**config.mk**
```make
export PLATFORM = sky130hd
export DESIGN_NAME = ram_lsu
export DESIGN_NICKNAME = d
export VERILOG_FILES = /design/src/rtl/ram_lsu_pkg.sv /design/src/rtl/ram_lsu_lane.sv /design/src/rtl/ram_lsu.sv
export SDC_FILE = /design/constraint.sdc
export NUM_CORES = 1
export LEC_CHECK = 0
export BUFFER_PORTS_ARGS = -buffer_cell sky130_fd_sc_hd__buf_4
export CORE_MARGIN = 4
export CORE_UTILIZATION = 57
export CTS_BUF_LIST = sky130_fd_sc_hd__clkbuf_2
export CTS_CLUSTER_SIZE = 24
export DETAILED_ROUTE_END_ITERATION = 10
export HOLD_SLACK_MARGIN = 0.03
export PLACE_DENSITY = 0.88
export SLEW_MARGIN = 10
export SYNTH_ARGS = -nofsm -noshare
export SYNTH_HDL_FRONTEND = slang
export SYNTH_SLANG_ARGS = --single-unit
```
**constraint.sdc**
```tcl
create_clock -name clk -period 4.9 [get_ports clk]
set_clock_uncertainty 0.2 [all_clocks]
set_input_delay 0.735 -clock clk [delete_from_list [all_inputs] [get_ports clk]]
set_output_delay 0.735 -clock clk [all_outputs]
set_load 0.01 [all_outputs]
```
**src/rtl/ram_lsu_pkg.sv**
```systemverilog
// Shared types for the load/store unit: access sizes, FSM states, data width.
package ram_lsu_pkg;

   localparam int unsigned WORD_W = 32;

   // Encoding of req_size_i; 2'd3 is illegal and raises an access error.
   typedef enum logic [1:0] {
      SIZE_B = 2'd0,
      SIZE_H = 2'd1,
      SIZE_W = 2'd2
   } size_e;

   typedef enum logic [1:0] {
      StIdle,
      StRead,
      StWrite,
      StResp
   } state_e;

endpackage

```
**src/rtl/ram_lsu_lane.sv**
```systemverilog
// Combinational lane logic: load-side extract/extend and store-side lane merge.
module ram_lsu_lane
   import ram_lsu_pkg::*;
(
   input  logic [1:0]        size_i,
   input  logic              unsigned_i,
   input  logic [1:0]        lane_i,
   input  logic [WORD_W-1:0] load_word_i,
   input  logic [WORD_W-1:0] store_base_i,
   input  logic [WORD_W-1:0] store_data_i,
   output logic [WORD_W-1:0] load_data_o,
   output logic [WORD_W-1:0] store_word_o
);

   logic [7:0]  byte_sel;
   logic [15:0] half_sel;

   // Pick the addressed lane of the read word and sign/zero-extend it.
   always_comb begin
      byte_sel = load_word_i[7:0];
      unique case (lane_i)
         2'd0: byte_sel = load_word_i[7:0];
         2'd1: byte_sel = load_word_i[15:8];
         2'd2: byte_sel = load_word_i[23:16];
         2'd3: byte_sel = load_word_i[31:24];
      endcase
      // Halfword lane ignores addr[0]; misalignment is truncated here.
      half_sel = lane_i[1] ? load_word_i[31:16] : load_word_i[15:0];

      load_data_o = load_word_i;
      case (size_i)
         SIZE_B:  load_data_o = {{24{~unsigned_i & byte_sel[7]}}, byte_sel};
         SIZE_H:  load_data_o = {{16{~unsigned_i & half_sel[15]}}, half_sel};
         default: load_data_o = load_word_i;
      endcase
   end

   // Overlay the store data onto the previously read word.
   always_comb begin
      store_word_o = store_base_i;
      case (size_i)
         SIZE_B: begin
            unique case (lane_i)
               2'd0: store_word_o[7:0]   = store_data_i[7:0];
               2'd1: store_word_o[15:8]  = store_data_i[7:0];
               2'd2: store_word_o[23:16] = store_data_i[7:0];
               2'd3: store_word_o[31:24] = store_data_i[7:0];
            endcase
         end
         SIZE_H: begin
            if (lane_i[1]) store_word_o[31:16] = store_data_i[15:0];
            else           store_word_o[15:0]  = store_data_i[15:0];
         end
         SIZE_W:  store_word_o = store_data_i;
         default: store_word_o = store_base_i;
      endcase
   end

endmodule

```
**src/rtl/ram_lsu.sv**
```systemverilog
// Load/store unit in front of a word-addressed RAM with combinational read.
// Sub-word stores are done as read-modify-write. Define RAM_LSU_MISALIGN_TRAP_EN
// to turn misaligned half/word accesses into errors instead of truncating them.
module ram_lsu
   import ram_lsu_pkg::*;
#(
   parameter int unsigned MEM_DEPTH = 4096,
   parameter int unsigned ADDR_W    = 32
) (
   input  logic              clk,
   input  logic              rst,
   input  logic              req_valid_i,
   output logic              req_ready_o,
   input  logic              req_we_i,
   input  logic [1:0]        req_size_i,
   input  logic              req_unsigned_i,
   input  logic [ADDR_W-1:0] req_addr_i,
   input  logic [WORD_W-1:0] req_wdata_i,
   output logic              rsp_valid_o,
   input  logic              rsp_ready_i,
   output logic [WORD_W-1:0] rsp_rdata_o,
   output logic              rsp_err_o,
   output logic              mem_we_o,
   output logic [31:0]       mem_addr_o,
   output logic [WORD_W-1:0] mem_wdata_o,
   input  logic [WORD_W-1:0] mem_rdata_i
);

   state_e              state_q, state_d;
   logic                we_q, we_d;
   logic [1:0]          size_q, size_d;
   logic                uns_q, uns_d;
   logic [ADDR_W-1:0]   addr_q, addr_d;
   logic [WORD_W-1:0]   wdata_q, wdata_d;
   logic [WORD_W-1:0]   word_q, word_d;
   logic [WORD_W-1:0]   rdata_q, rdata_d;
   logic                err_q, err_d;

   logic                req_fire;
   logic                range_err;
   logic                misalign_err;
   logic                req_err;
   logic [31:0]         word_addr;
   logic [WORD_W-1:0]   load_data;
   logic [WORD_W-1:0]   store_word;

   assign req_fire  = req_valid_i & req_ready_o;
   assign range_err = req_addr_i[ADDR_W-1:2] >= (ADDR_W-2)'(MEM_DEPTH);

`ifdef RAM_LSU_MISALIGN_TRAP_EN
   assign misalign_err = ((req_size_i == SIZE_H) && req_addr_i[0]) ||
                         ((req_size_i == SIZE_W) && (req_addr_i[1:0] != 2'b00));
`else
   assign misalign_err = 1'b0;
`endif

   assign req_err   = (req_size_i == 2'd3) | range_err | misalign_err;
   assign word_addr = 32'({addr_q[ADDR_W-1:2], 2'b00});

   ram_lsu_lane u_lane (
      .size_i       (size_q),
      .unsigned_i   (uns_q),
      .lane_i       (addr_q[1:0]),
      .load_word_i  (mem_rdata_i),
      .store_base_i (word_q),
      .store_data_i (wdata_q),
      .load_data_o  (load_data),
      .store_word_o (store_word)
   );

   // Next-state: capture in IDLE, sample RAM in READ, hold response until accepted.
   always_comb begin
      state_d = state_q;
      we_d    = we_q;
      size_d  = size_q;
      uns_d   = uns_q;
      addr_d  = addr_q;
      wdata_d = wdata_q;
      word_d  = word_q;
      rdata_d = rdata_q;
      err_d   = err_q;
      unique case (state_q)
         StIdle: begin
            if (req_fire) begin
               we_d    = req_we_i;
               size_d  = req_size_i;
               uns_d   = req_unsigned_i;
               addr_d  = req_addr_i;
               wdata_d = req_wdata_i;
               rdata_d = '0;
               err_d   = req_err;
               state_d = req_err ? StResp : StRead;
            end
         end
         StRead: begin
            word_d = mem_rdata_i;
            if (we_q) begin
               state_d = StWrite;
            end else begin
               rdata_d = load_data;
               state_d = StResp;
            end
         end
         StWrite: state_d = StResp;
         StResp: begin
            if (rsp_ready_i) begin
               rdata_d = '0;
               err_d   = 1'b0;
               state_d = StIdle;
            end
         end
      endcase
   end

   // Outputs decoded from state; write enable is killed as soon as reset rises.
   always_comb begin
      req_ready_o = (state_q == StIdle);
      rsp_valid_o = (state_q == StResp);
      rsp_rdata_o = rdata_q;
      rsp_err_o   = err_q;
      mem_we_o    = (state_q == StWrite) & ~rst;
      mem_addr_o  = ((state_q == StRead) || (state_q == StWrite)) ? word_addr : 32'd0;
      mem_wdata_o = (state_q == StWrite) ? store_word : '0;
   end

   // State and transaction registers with synchronous reset.
   always_ff @(posedge clk) begin
      if (rst) begin
         state_q <= StIdle;
         we_q    <= 1'b0;
         size_q  <= 2'd0;
         uns_q   <= 1'b0;
         addr_q  <= '0;
         wdata_q <= '0;
         word_q  <= '0;
         rdata_q <= '0;
         err_q   <= 1'b0;
      end else begin
         state_q <= state_d;
         we_q    <= we_d;
         size_q  <= size_d;
         uns_q   <= uns_d;
         addr_q  <= addr_d;
         wdata_q <= wdata_d;
         word_q  <= word_d;
         rdata_q <= rdata_d;
         err_q   <= err_d;
      end
   end

endmodule

```
Yosys cells after proc, flatten, opt, wreduce, memory -nomap -nowiden:

Cells that the tools add are included.

* bitwise operators: 7
* multiplexer cells: 24
* reductions and logical operators: 10
* eq/ne operators: 12
* magnitude comparators: 1

Operators with widths (number)
* case mux 32 bit (3 select lines): 2
* two-way mux 32 bit: 5
* case mux 32 bit (2 select lines): 1
* two-way mux 16 bit: 3
* two-way mux 8 bit: 4
* case mux 8 bit (4 select lines): 1
* >= comparator 30 x 13 -> 1 bit (second input constant): 1
* == test 2 bit (second input constant): 6
* case mux 2 bit (4 select lines): 1
* == test 2 x 1 -> 1 bit (second input constant): 3
* logical NOT 2 bit: 3
* two-way mux 2 bit: 3
* bitwise AND 1 bit: 4
* inequality test 2 x 1 -> 1 bit (second input constant): 2
* AND reduction 2 bit: 2
* AND reduction 4 bit: 1
* two-way mux 1 bit: 3
* AND reduction 3 bit: 1
* nonzero test 3 bit: 1
* inequality test 2 bit (second input constant): 1
* inverter 1 bit: 2
* case mux 1 bit (2 select lines): 1
* nonzero test 2 bit: 1
* logical OR 1 bit: 1
* OR 1 bit: 1

* input port bits: 104
* bits in registers: 135

Logic depth before layout (Yosys ltp):

Gate-level depths: netlist (run 1).

* word-level depth: 6
* mapped depth: 9
* gate-level depth less buffers: 6

Modules after synthesis:

A second synthesis (run 1) with hierarchy kept.

* cells, all modules: 909
* area total of the unflattened synthesis: 6944.2 um^2

By module, submodules not included
* ram_lsu: area an instance 5328.9 um^2, sequential area each 2702.6 um^2, cells an instance 653, times used 1
* ram_lsu_lane: area an instance 1615.3 um^2, sequential area each 0.0 um^2, cells an instance 256, times used 1

Worst setup path before layout (run 1):

Ideal clock, no wire load.

* path type: register -> output
* start: reg addr_q[1]
* end: out mem_wdata_o[0]
* arrival: 1.545 ns
* data required time: 3.965 ns
* stages on the path, launching flop included: 7
* slack: 2.420 ns
* cell sequence: dfxtp_1 > buf_2 > clkinv_1 > a21oi_2 > clkbuf_1 > o21ai_0 > a21boi_0

* longest elaborated chain between the ends: 4
* elaborated cells on any way between the ends: 5
* those cells by class: mux (4); reduce/logical (1)

Ends and longest elaborated chain
* from (decl): line ram_lsu.sv:33 `logic [ADDR_W-1:0] addr_q, addr_d;`
* from (signal assigned): line ram_lsu.sv:143 `addr_q <= addr_d;`
* logical NOT 2 bit: line ram_lsu_lane.sv:43 `unique case (lane_i)`
* two-way mux 8 bit: line ram_lsu_lane.sv:43
* case mux 32 bit (3 select lines) *: line ram_lsu_lane.sv:41 `case (size_i)`
* two-way mux 32 bit *: line ram_lsu.sv:123 `mem_wdata_o = (state_q == StWrite) ? store_word : '0;`
* to (decl): line ram_lsu.sv:25 `output logic [WORD_W-1:0] mem_wdata_o,`

Mark *: on every way between the ends. The rest lies on a longest branch, timed or not.

Final worst setup path (run 1):

* start: reg addr_q[1]
* end: out mem_wdata_o[6]

Same word-level chain as after synthesis.

==> results of run 1 <==
[cell families (layout without fill, tap and decap cells)]
logic type / count (synthesis) / count (layout) / synth area share
AND/OR/NAND/NOR: 312 / 312 / 0.207
flip-flops: 135 / 135 / 0.410
buffers and inverters: 75 / 324 / 0.0501
multiplexers: 68 / 68 / 0.106
adder cells (fa/ha/maj): 4 / 4 / 0.00758
AO/OA/AOI/OAI: 214 / 214 / 0.219
other: 1 / 2 / 0.000568
[worst paths after layout]
check	to	slack (ps)	cells after the start
worst max-delay path	mem_wdata_o[6]	850	5
worst min-delay path	addr_q[24]$_SDFFE_PP0P_	60	3
worst max register to register	rsp_rdata_o[24]$_SDFFE_PP0P_	1680	5
worst min register to register	addr_q[29]$_SDFFE_PP0P_	270	2
[metrics by stage]
step / worst slack (ps) / hold WS (ps) / cells / utilization / instance area [sq um]
after CTS: 883 / 30.3 / 1190 / 0.786 / 8940
after global placement: 1730 / 238 / 1090 / 0.707 / 8040
final: 848 / 64.0 / 1202 / 0.797 / 9060
after detailed placement: 1700 / 242 / 1090 / 0.707 / 8040
after global routing: 640 / 28.8 / 1202 / 0.797 / 9060
after floorplan: 2420 / 232 / 810 / - / 6600
[layer usage]
layer / vias up / wire [microns] / part of all wire / GRT usage
li1: 3298 / - / - / -
met1: 3408 / 9080 / 0.39 / 0.442
met2: 455 / 10600 / 0.45 / 0.528
met3: 87 / 2580 / 0.11 / 0.0872
met4: 0 / 1120 / 0.048 / 0.174
met5: - / 0 / 0 / 0
[where the power goes]
part	switching, mW	total (mW)	internal (mW)
combinational	1.04	1.78	0.738
sequential	0.200	1.52	1.32
clock	0.409	0.643	0.234
[worst min-delay path, cell delays in order]
cell	delay [ps]
buf_4	110
nand2_1	50
a21oi_1	50
[synthesized netlist by cell type, types with 10 or more instances]
cell type | count | share of area
and2_1 | 33 | 0.031
nor2_1 | 62 | 0.035
o21ai_0 | 42 | 0.032
a221o_2 | 10 | 0.017
nand3_1 | 10 | 0.0076
buf_2 | 15 | 0.011
a221oi_1 | 24 | 0.032
nand2_1 | 173 | 0.098
dfxtp_1 | 135 | 0.41
mux2i_1 | 52 | 0.079
nor2b_1 | 12 | 0.011
nor3_1 | 10 | 0.0076
clkbuf_1 | 43 | 0.024
a22o_1 | 15 | 0.020
mux2_2 | 16 | 0.027
a21oi_1 | 72 | 0.055
[final cells by class]
cell class / instances / area [sq um]
multi-input cells: 600 / 3580
flip-flops and latches: 135 / 2700
repair buffers: 288 / 2360
fillers: 722 / 2310
well taps: 143 / 179
clock inverters: 10 / 106
clock buffers: 21 / 105
inverters: 5 / 18.8
[what timing repair did]
item | in CTS | in global routing
hold buffers | 69 | 12
buffers inserted | 0 | 0
hold endpoints to repair | 70 | 12
[flip-flops by register name, indices dropped and copies added, names as in the netlist]
register,cells
wdata_q,32
uns_q,1
we_q,1
word_q,32
addr_q,32
size_q,2
rsp_rdata_o,32
rsp_err_o,1
state_q,2
[cell usage in the layout, fill, tap and decap left out, types with 3 or more instances in the layout]
| cell | synthesis | final |
|---|---|---|
| a21boi_0 | 8 | 8 |
| a21oi_1 | 72 | 72 |
| a221o_1 | 6 | 6 |
| a221o_2 | 10 | 10 |
| a221oi_1 | 24 | 24 |
| a22o_1 | 15 | 15 |
| a22oi_1 | 8 | 8 |
| and2_1 | 33 | 32 |
| buf_4 | 4 | 207 |
| clkbuf_2 | 0 | 21 |
| clkinv_1 | 1 | 3 |
| clkinv_2 | 0 | 3 |
| dfxtp_1 | 135 | 134 |
| dlygate4sd3_1 | 0 | 81 |
| ha_1 | 4 | 3 |
| inv_1 | 4 | 4 |
| mux2_2 | 16 | 16 |
| mux2i_1 | 52 | 52 |
| nand2_1 | 173 | 172 |
| nand2b_1 | 4 | 4 |
| nand3_1 | 10 | 10 |
| nor2_1 | 62 | 62 |
| nor2b_1 | 12 | 12 |
| nor3_1 | 10 | 10 |
| nor4_1 | 4 | 4 |
| o211a_1 | 8 | 8 |
| o21a_1 | 8 | 8 |
| o21ai_0 | 42 | 42 |
==> run metrics, run 1 <==
Area growth, synth to finish 37.3%; Initial Util 0.580; Vert. Die Dim 116 microns; Post-layout nets 1155; FFs w/ async S/R, synth 0; total I/O pin count 204; routed wirelength normalized by instance count 19.5 microns; maximum VDD drop 0.274 mV; number of levels the H-tree was split into 4; slew at the pin closest to its max-slew limit 1250 ps; wire length of the first global-routing pass 35600 microns; Most used DFF post-synth dfxtp_1; post-synth cell types 44; maximum number of pins on one net before global-route repair 98; crit share post-route 0.827; sum of negative setup slack 0 ps; via count 7248; worst-case headroom to the max-slew limit 0.164; antenna violations before repair 0; Worst Setup Start Kind flip-flop; PostCTS Resize Cnt 0; total detailed-routing wirelength 23400 microns; final hold vios 0; row cnt 39; number of enable-type register cells in the synthesized netlist 0; start point of the critical path addr_q[1]$_SDFFE_PP0P_; last weighted congestion value of the routability-driven placer 0.955; Min-Delay Path Class in2reg; ANT nets after route 0; via-per-instance ratio 6.03; iteration count of the initial detailed-routing pass 6; Sink Count 135; Worst Path Class, Setup reg2out; static leakage 3.79 nW; full die area 0.0134 sq mm; # port buffers 201; sequential fraction of the synthesis area 0.410; number of storage elements in the synthesis netlist 135; RSZ-0062 raised after global routing false; power density over the cells 435 mW/mm^2; maximum clock rate 0.247 GHz; buffer levels on the longest clock path 2; Post-Synthesis Cells 809; worst-path fanout max 15; Detail Placement HPWL 14700 microns; detailed-route DRC error count 0; Largest delay share family, worst path compound AO/OA/AOI/OAI gates; Final Slew Violations 0; TritonCTS buffer count 17; required time reported for the critical path endpoint 3960 ps; clock tree from TritonCTS built; Worst Hold Launch req_addr_i[24]; library cell used as clock root buffer clkbuf_2; outcome completed; overflow left after global routing 0; worst skew pair latency 710 ps; critical path data arrival time 3120 ps; clock period minus final worst setup slack 4050 ps; ordered list of cells on the worst path clkinv_1 -> a21oi_2 -> o21ai_0 -> a21boi_0 -> buf_4; die width 116 microns; number of antenna diodes 0; post-CTS clock slew at the launch and capture registers of the worst setup and hold paths 190 ps; Initial DRC Count 890; share of post-route cells with drive strength above 1 0.258; overall power after layout 3.94 mW; combined area of all synthesized cells 0.00660 sq mm; number of global-route vias before repair 6828; number of warning messages in the yosys log 0; total core area 0.0114 sq mm; highest cell delay on the worst timing path 730 ps; count of max-cap constraint violations 0; count of buffer and inverter cells on the critical path 2; setup-violating endpoint count in the final report 0; total global routing track utilization 0.341; crit path capture type primary output; FF-to-FF Start state_q[0]$_SDFFE_PP0P_; critical-path cell with the highest stage delay dfxtp_1; syn avg cell area 8.16 sq um
Power figures use the tool's default switching activity.
==> inputs of run 2 (changes only) <==
--- a/config.mk
+++ b/config.mk
@@ -7,12 +7,12 @@
 export LEC_CHECK = 0
 export BUFFER_PORTS_ARGS = -buffer_cell sky130_fd_sc_hd__buf_4
 export CORE_MARGIN = 4
-export CORE_UTILIZATION = 57
+export CORE_UTILIZATION = 48
 export CTS_BUF_LIST = sky130_fd_sc_hd__clkbuf_2
 export CTS_CLUSTER_SIZE = 24
 export DETAILED_ROUTE_END_ITERATION = 10
 export HOLD_SLACK_MARGIN = 0.03
-export PLACE_DENSITY = 0.88
+export PLACE_DENSITY = 0.79
 export SLEW_MARGIN = 10
 export SYNTH_ARGS = -nofsm -noshare
 export SYNTH_HDL_FRONTEND = slang
==> constraint.sdc (replaced) <==
create_clock -name clk -period 3.7 [get_ports clk]
set_clock_uncertainty 0.2 [all_clocks]
set_input_delay 0.555 -clock clk [delete_from_list [all_inputs] [get_ports clk]]
set_output_delay 0.555 -clock clk [all_outputs]
set_load 0.01 [all_outputs]
==> run metrics, run 2 (synthesis gave the netlist of run 1 again) <==
outcome completed; required time reported for the critical path endpoint 2940 ps; via-per-instance ratio 5.58; critical-path cell with the highest stage delay dfxtp_1; crit share post-route 0.926; cell mode on critical path buf_4; number of levels the H-tree was split into 4; setup-violating endpoint count in the final report 0; clock tree from TritonCTS built; Initial Util 0.494; highest cell delay on the worst timing path 560 ps; overall power after layout 5.53 mW; count of buffer and inverter cells on the critical path 2; ANT nets after route 0; TritonCTS buffer count 17; Detail Placement HPWL 15200 microns; pre-CTS setup slack 938 ps; share of post-route cells with drive strength above 1 0.259; number of antenna diodes 0; clock period minus final worst setup slack 3430 ps; maximum VDD drop 0.365 mV; static leakage 3.97 nW; detailed-route DRC error count 0; total detailed-routing wirelength 23200 microns; Worst Setup Start Kind flip-flop; row cnt 42; overflow left after global routing 0; critical path data arrival time 2670 ps; via count 7069; Final Slew Violations 0; number of setup buffers added after CTS 0; routed wirelength normalized by instance count 18.3 microns; worst reg2reg setup slack 1040 ps; Vert. Die Dim 125 microns; post-CTS clock slew at the launch and capture registers of the worst setup and hold paths 190 ps; Min-Delay Path Class in2reg; iteration count of the initial detailed-routing pass 5; final setup slack of the worst path 273 ps; ordered list of cells on the worst path nor2b_1 -> buf_4 -> a22o_1 -> a221oi_1 -> nor2_1 -> buf_4; RSZ-0062 raised after global routing false; maximum number of pins on one net before global-route repair 112; count of max-cap constraint violations 0; Worst Path Class, Setup reg2out; maximum clock rate 0.292 GHz; worst-path fanout max 9; last weighted congestion value of the routability-driven placer 0.980; most common cell after layout, fill and taps aside buf_4; number of global-route vias before repair 6859; # port buffers 201; total I/O pin count 204; worst-case headroom to the max-slew limit 0.207; slew at the pin closest to its max-slew limit 1190 ps; power density over the cells 582 mW/mm^2; worst skew pair latency 720 ps; Initial DRC Count 769; final hold vios 0; Post-layout nets 1186; library cell used as clock root buffer clkbuf_2; total global routing track utilization 0.286; buffer levels on the longest clock path 2; fill cell instance count of the final layout 1029; Area growth, synth to finish 43.9%; wire length of the first global-routing pass 36400 microns; full die area 0.0157 sq mm; Sink Count 135; total core area 0.0133 sq mm; sum of negative setup slack 0 ps; crit path capture type primary output; fraction of the core area covered by cells at the end of the flow 0.711; Largest delay share family, worst path simple AND/OR/NAND/NOR gates; die width 125 microns; leading cell types in the layout, fill and taps excluded buf_4 (217), nand2_1 (172), dfxtp_1 (134); antenna violations before repair 0
==> run 2: metrics by stage <==
step	instances	hold slack, ps	area, sq um
2_1_floorplan	810	232	6600
3_3_place_gp	1133	237	8150
3_5_place_dp	1133	242	8150
4_1_cts	1267	95.1	9490
5_1_grt	1267	183	9500
6_report	1267	174	9500
==> run 2: repair_timing <==
item	CTS	global route
endpoints found under the setup margin	0	5
hold buffers	102	0
gates resized for setup	0	1
hold endpoints to repair	134	0
==> run 2: tightest hold or removal path, stage by stage <==
cell	delay (ps)
buf_4	80
nand2b_1	150
a41oi_1	130
o21a_1	120
==> run 2: worst paths after layout <==
kind	to	start	cells after the start
worst max-delay path	mem_wdata_o[25]	addr_q[0]$_SDFFE_PP0P_	6
worst min-delay path	state_q[0]$_SDFFE_PP0P_	rsp_ready_i	4
worst max register to register	rsp_rdata_o[30]$_SDFFE_PP0P_	state_q[0]$_SDFFE_PP0P_	6
worst min register to register	addr_q[8]$_SDFFE_PP0P_	addr_q[8]$_SDFFE_PP0P_	2
==> run 2: final cells by class <==
type | instances | area [sq um] | share of cell area
clock inverters | 14 | 229 | 0.0241
repair buffers | 319 | 2650 | 0.279
inverters | 5 | 18.8 | 0.00198
flip-flops and latches | 135 | 2710 | 0.285
multi-input cells | 600 | 3580 | 0.377
well taps | 176 | 220 | 0.0232
clock buffers | 18 | 90.1 | 0.00949
==> run 2: power breakdown <==
group	total, mW	switching (mW)	internal, mW
sequential	2.01	0.257	1.75
clock	1.12	0.544	0.577
combinational	2.40	1.37	1.03
==> run 2: routing by layer <==
layer / GRT usage / wire length (microns) / share of wire
met2: 0.476 / 10900 / 0.47
met3: 0.0746 / 2020 / 0.087
met1: 0.362 / 9660 / 0.42
met5: 0 / 0 / 0
met4: 0.0963 / 609 / 0.026
